<file path="config.mk">
export PLATFORM = sky130hd
export DESIGN_NAME = regfile_mp
export DESIGN_NICKNAME = d
export VERILOG_FILES = /design/src/rtl/regfile_mp.sv
export SDC_FILE = /design/constraint.sdc
export NUM_CORES = 2
export LEC_CHECK = 0
export BUFFER_PORTS_ARGS = -buffer_cell sky130_fd_sc_hd__buf_2
export CORE_MARGIN = 2
export CORE_UTILIZATION = 45
export DETAILED_ROUTE_END_ITERATION = 16
export PLACE_DENSITY = 0.6
export SYNTH_ARGS = -nofsm -noshare
export SYNTH_HDL_FRONTEND = slang
export SYNTH_SLANG_ARGS = --single-unit
</file>
<file path="constraint.sdc">
create_clock -name clk -period 3 [get_ports clk]
set_clock_uncertainty 0.05 [all_clocks]
set_input_delay 0.3 -clock clk [delete_from_list [all_inputs] [get_ports clk]]
set_output_delay 0.3 -clock clk [all_outputs]
set_load 0.02 [all_outputs]
</file>
<file path="src/rtl/regfile_mp.sv">
// ---------------------------------------------------------------------------
// regfile_mp : parametrised multi-port register file with busy scoreboard.
//
// The register file has NREAD combinational read ports and two clocked write
// ports. Port 1 wins over port 0 when both write the same register. Each
// register also has a busy bit. A mark (producer issued) sets the bit and a
// writeback clears it, so the pipelined core can use it to detect hazards.
//
// Parameters:
//   WIDTH    data width of each register
//   DEPTH    number of registers (AW = $clog2(DEPTH) address bits)
//   NREAD    number of read ports (1..8)
//   ZERO_REG 1: register 0 reads as zero and ignores writes and marks
//
// Ports:
//   clk            rising-edge clock
//   reset          synchronous active-high reset; clears all data and busy bits
//   we0/wa0/wd0    write port 0 (enable, address, data)
//   we1/wa1/wd1    write port 1 (enable, address, data), priority over port 0
//   mark/ma        set the busy bit of register ma
//   ra             packed read addresses, port i at ra[i*AW +: AW]
//   rd             packed read data, port i at rd[i*WIDTH +: WIDTH]
//   rbusy          busy bit of the register addressed by each read port
//
// Build option:
//   REGFILE_BYPASS_EN  when defined, a valid write in the current cycle is
//                      forwarded to any read port that addresses the same
//                      register. That port then shows rbusy = 0.
// ---------------------------------------------------------------------------
module regfile_mp #(
    parameter int WIDTH    = 32,
    parameter int DEPTH    = 32,
    parameter int NREAD    = 2,
    parameter int ZERO_REG = 1,
    localparam int AW      = $clog2(DEPTH)
) (
    input  logic                   clk,
    input  logic                   reset,
    input  logic                   we0,
    input  logic [AW-1:0]          wa0,
    input  logic [WIDTH-1:0]       wd0,
    input  logic                   we1,
    input  logic [AW-1:0]          wa1,
    input  logic [WIDTH-1:0]       wd1,
    input  logic                   mark,
    input  logic [AW-1:0]          ma,
    input  logic [NREAD*AW-1:0]    ra,
    output logic [NREAD*WIDTH-1:0] rd,
    output logic [NREAD-1:0]       rbusy
);

    // An address is usable when it is inside the array and is not the
    // hardwired zero register.
    function automatic logic addr_ok(input logic [AW-1:0] a);
        logic in_range;
        logic is_zero;
        in_range = (32'(a) < DEPTH);
        is_zero  = (ZERO_REG != 0) && (a == '0);
        return in_range && !is_zero;
    endfunction

    logic [WIDTH-1:0]       rf_r [DEPTH];
    logic [DEPTH-1:0]       busy_r;
    logic [DEPTH-1:0]       busy_clr_s;
    logic [DEPTH-1:0]       busy_set_s;
    logic                   wr0_ok_s;
    logic                   wr1_ok_s;
    logic                   mark_ok_s;
    logic [NREAD*WIDTH-1:0] rd_s;
    logic [NREAD-1:0]       rbusy_s;

    // Qualify writes and marks. Reset makes all of them void.
    always_comb begin
        wr0_ok_s  = !reset && we0  && addr_ok(wa0);
        wr1_ok_s  = !reset && we1  && addr_ok(wa1);
        mark_ok_s = !reset && mark && addr_ok(ma);
    end

    // Build the busy clear and set masks. The set is applied after the clear,
    // so a same-cycle mark of a written register leaves it busy.
    always_comb begin
        busy_clr_s = '0;
        busy_set_s = '0;
        for (int j = 0; j < DEPTH; j++) begin
            busy_clr_s[j] = (wr0_ok_s && (32'(wa0) == j)) ||
                            (wr1_ok_s && (32'(wa1) == j));
            busy_set_s[j] = mark_ok_s && (32'(ma) == j);
        end
    end

    // Storage and scoreboard update. Port 1 is assigned last, so it wins a
    // same-address collision.
    always_ff @(posedge clk) begin
        if (reset) begin
            for (int k = 0; k < DEPTH; k++) begin
                rf_r[k] <= '0;
            end
            busy_r <= '0;
        end else begin
            if (wr0_ok_s) begin
                rf_r[wa0] <= wd0;
            end
            if (wr1_ok_s) begin
                rf_r[wa1] <= wd1;
            end
            busy_r <= (busy_r & ~busy_clr_s) | busy_set_s;
        end
    end

    // Combinational read ports. Invalid addresses read as zero and not busy.
    always_comb begin
        logic [AW-1:0] addr_s;
        rd_s    = '0;
        rbusy_s = '0;
        for (int i = 0; i < NREAD; i++) begin
            addr_s = ra[i*AW +: AW];
            if (addr_ok(addr_s)) begin
`ifdef REGFILE_BYPASS_EN
                // A write qualifies only for a valid address, so forwarding
                // never reaches an invalid address.
                if (wr1_ok_s && (wa1 == addr_s)) begin
                    rd_s[i*WIDTH +: WIDTH] = wd1;
                    rbusy_s[i]             = 1'b0;
                end else if (wr0_ok_s && (wa0 == addr_s)) begin
                    rd_s[i*WIDTH +: WIDTH] = wd0;
                    rbusy_s[i]             = 1'b0;
                end else begin
                    rd_s[i*WIDTH +: WIDTH] = rf_r[addr_s];
                    rbusy_s[i]             = busy_r[addr_s];
                end
`else
                rd_s[i*WIDTH +: WIDTH] = rf_r[addr_s];
                rbusy_s[i]             = busy_r[addr_s];
`endif
            end else begin
                rd_s[i*WIDTH +: WIDTH] = '0;
                rbusy_s[i]             = 1'b0;
            end
        end
    end

    assign rd    = rd_s;
    assign rbusy = rbusy_s;

endmodule

</file>
[Word level (Yosys, flattened, before mapping)]
Memories as Yosys holds them, arrays and structs flattened.
Cells that the tools add are included.
W data, S select, Z words.
Operators by class
  magnitude comparators: 2
  bitwise logic cells: 3
  reduce and logical (&&, ||, !) cells: 145
  muxes and demuxes: 22
  equality and inequality tests: 93
Operators by type and width (count)
  $eq A5 B5 Y1 const B: 48
  $mux W32: 4
  $eq A5 B4 Y1 const B: 24
  $logic_and A1 B1 Y1: 102
  $reduce_or A32 Y1: 2
  $eq A5 B3 Y1 const B: 12
  $and A32 B32 Y32: 1
  $logic_or A1 B1 Y1: 32
  $not A32 Y32: 1
  $or A32 B32 Y32: 1
  $eq A5 B2 Y1 const B: 6
  $logic_not A5 Y1: 5
  $eq A5 B1 Y1 const B: 3
  $mux W1: 14
  $lt A5 B6 Y1 const B: 2
  $bmux W1 S5: 2
  $mux W5: 2
  $logic_not A1 Y1: 4
Storage, ports and cells
  output and inout bits: 66
  RAM bits: 1024
  memories: 1
  bits in registers: 32
  bits of input ports: 94
  logic and storage cells: 267
Memories
  rf_r: words 32, width 32, rd ports 2, clocked after memory_dff 0, write ports 32, line 62  | logic [WIDTH-1:0] rf_r [DEPTH];

[Longest topological paths before layout]
  word-level depth: 8
  gate-level depth with buffers: 8
  gate-level depth less buffers: 4

[Worst setup path before layout]
Ideal clock, no wire load.
  kind: input port to flip-flop
  from: input port wa1[4]
  to: memory rf_r[14][0] (enable)
  setup time: 0.391 ns
  stages: 5
  arrival time: 2.125 ns
  setup slack: 0.434 ns
  data required time: 2.559 ns
  cell sequence: or3b_1 buf_2 buf_6 nor3_4 or3_1
RTL lines
  start: declaration: line 43  | input logic [AW-1:0] wa1,
  end: declaration: line 62

[Final worst setup path]
  from: input port ra[5]
  to: output port rd[39]
Between the ends
  word-level cells in the longest chain between the ends: 2
  elaborated cells between the ends (all ways): 3
  those cells by class: 1 x mux; 1 x reduce/logical; 1 x memory
Ends and longest elaborated chain
  start: declaration: line 47  | input logic [NREAD*AW-1:0] ra,
  $mem_v2 Z32 W32 / $logic_not A5 Y1 (equally long branches)
  $mux W32 (*): line 117  | if (addr_ok(addr_s)) begin
  end: declaration: line 48  | output logic [NREAD*WIDTH-1:0] rd,
Mark *: on every way between the ends. The rest lies on a longest branch, timed or not.

==> flow_summary.yaml <==
run_status:
  status: "complete, but fails checks"
  violations: "capacitance limit, setup timing"
power_and_ir_drop:
  p_sw_frac: 0.271
  comb_power_share: 0.152
  power_switching_uw: 10200
  sequentialPowerShare: 0.462
  powerDensity_nw_per_um2: 543
  peakVddDrop_mv: 0.435
  p_int_uw: 27600
  leakagePower_uw: 0.0239
  p_clk_frac: 0.386
detailed_routing:
  drtPass1Iterations: 6
  viasPerCell: 7.73
  ant_nets: 0
  wl_per_cell_um: 43.1
  wl_met2_mm: 112
  wl_met3_mm: 41.8
  first_iter_violations: 8029
  route.top_layer_used: "met5"
  drc: 0
  totalWireLength_mm: 262
  wl_met1_mm: 91.3
  vias: 46900
setup_path:
  critPathMaxFanout: 15
  crit_type: "primary input to output pin"
  cp_data_arrival_time_ps: 2650
  critPathLaunchType: "primary input"
  slowest_stage: "nor2_2"
  r2r_setup_slack_ps: 2280
  critical-path-top-delay-family: "simple AND/OR/NAND/NOR gates"
  crit_path_max_incr_delay_ps: 1140
  worstPathRequired_ps: 2650
  cp-end-kind: "output pin"
  cp_num_buf_inv: 2
  crit_chain: "buf_6 > nor2_2 > a221oi_1 > o21ai_0 > a311oi_1 > buf_2"
placement:
  dp_hpwl_mm: 165
  place_area_um2: 65300
  port_buffers: 159
  preCtsSetupSlack_ps: -521
  gp_congestion: 0.957
  placed_cells: 5818
layout:
  layout_commonest_cell: "edfxtp_1"
  stdcell_count: 6068
  fillerInstances: 10900
  fin_nets: 4276
  drive_gt1_frac: 0.338
  multi_input_area_um2: 27000
  mostFrequentLayoutCells: "edfxtp_1 (1024), a22o_1 (990), mux4_2 (462)"
  design_area_um2: 69700
  area_delta_synth_final_pct: 15.7
  seqCellArea_um2: 31400
yosys:
  ys_types: 41
  synthArstFlopShare: 0
  synth_edf_count: 1024
  synthMuxAreaShare: 0.207
  ys_ff_latch: 1056
  netlist_area_um2: 60200
  synth-warning-count: 0
  synth-xor-area-share: 0
  synth_adder_area_share: 0
  synth_compound_area_frac: 0.192
  syn_area_per_cell_um2: 14.7
  synthCells: 4089
  ys.flop_type: "edfxtp_1"
  ys_seq_area_frac: 0.521
  yosys.area_share.simple: 0.0318
  synth_top_family_by_area: "multiplexers"
sta:
  drv_slew: 0
  rsz0062_at_grt: "yes"
  setup_viol: 1
  tightestPinTransition_ps: 1480
  relSlewSlack: 0.00950
  fin_setup_tns_ps: -2.69
  hold_viol_final: 0
  min_period_ps: 3000
  fin_crit_sh: 1.00
  max_freq_ghz: 0.333
  fin_ws_ps: -2.69
cts:
  path_clk_slew_ps: 60
  cts_max_level: 3
  cts_tree: "done"
  postCtsSetupRepairBufs: 0
  cts_made_buffers: 117
  cts-root-buf: "clkbuf_16"
  clk_latency_ps: 740
  clockBufferDepth: 3
  clkSinkCount: 1056
run:
  max-cap-violations: 1
grt:
  grt_pass1_vias: 45800
  grt_usage: 0.376
  grt_max_degree: 39
  antenna_found_initial: 33
  grt_first_pass_wirelength_mm: 359
  grt_overflow: 0
min_path:
  min_path_type: "primary input to flip-flop"
floorplanning:
  die_w_um: 370
  start_util: 0.453
  die-area_um2: 137000
  rows: 134
  pin_count: 160
  core_area_um2: 133000
  fp.dieH_um: 370
-- synth_stat cells (all sizes together) (17+ instances only) --
cell type	count	area, um^2
mux2	66	743
a211oi	66	495
dfxtp	32	641
clkbuf	426	1600
a311oi	66	578
mux2i	132	1320
o22ai	22	138
o21ai	126	631
a22o	990	8670
nor2b	99	619
inv	34	128
o2111ai	17	149
a221oi	49	429
a22oi	66	495
mux4	462	10400
nand2	51	191
edfxtp	1024	30700
buf	213	1160
nor3	52	443
or3	32	200
-- kinds of logic after synthesis --
group,Yosys count
other cells,1
mux,660
compound gates,1402
flops,1056
simple gates,297
buf+inv,673
-- registers in the layout, indices dropped and copies added, names as in the netlist --
signal / cells
rf_r: 1024
busy_r: 32
-- area by class of cell --
| type | count | area share |
|---|---|---|
| clock buffer | 149 | 0.0452 |
| timing repair buffer | 580 | 0.0739 |
| multi-input combinational | 2393 | 0.387 |
| clock inverter | 72 | 0.00913 |
| tap | 1768 | 0.0317 |
| antenna | 16 | 0.000574 |
| inverter | 34 | 0.00187 |
| sequential | 1056 | 0.450 |
-- layer usage --
metal  up-vias  global-route usage
li1      17500                   -
met1     24000               0.485
met2      4346               0.540
met3       951               0.156
met4        28               0.195
met5         -             0.00699
-- final timing paths --
path / startpoint / endpoint / depth (start not counted)
worst max-delay path: ra[5] / rd[39] / 6
worst min-delay path: reset / rf_r[0][6]$_DFFE_PP_ / 2
worst max register to register: busy_r[31]$_SDFF_PP0_ / busy_r[31]$_SDFF_PP0_ / 2
worst min register to register: busy_r[13]$_SDFF_PP0_ / busy_r[13]$_SDFF_PP0_ / 2
-- what timing repair did --
item,4_1_cts,5_1_grt
gates cloned,0,2
hold endpoints to repair,21,0
endpoints found under the setup margin,31,36
pin swaps,5,16
gates resized for setup,60,54
hold buffers,12,0
-- power groups by stage --
| stage | registers (uW) | clock network (uW) | logic [uW] |
|---|---|---|---|
| final | 17500 | 14600 | 5750 |
| after global routing | 17600 | 15100 | 5840 |
| after CTS | 17500 | 14600 | 5510 |
| after detailed placement | 17800 | 0 | 5420 |
| after global placement | 17700 | 0 | 5390 |
| after floorplan | 17600 | 0 | 3090 |
-- metrics by stage --
step / power, uW / hold slack, ps / utilization
floorplan: 20700 / 401 / -
global placement: 23100 / 415 / 0.491
detailed placement: 23200 / 424 / 0.491
CTS: 37600 / 24.2 / 0.522
global route: 38500 / 57.3 / 0.524
finish: 37800 / 73.3 / 0.524
Power figures use the tool's default switching activity.
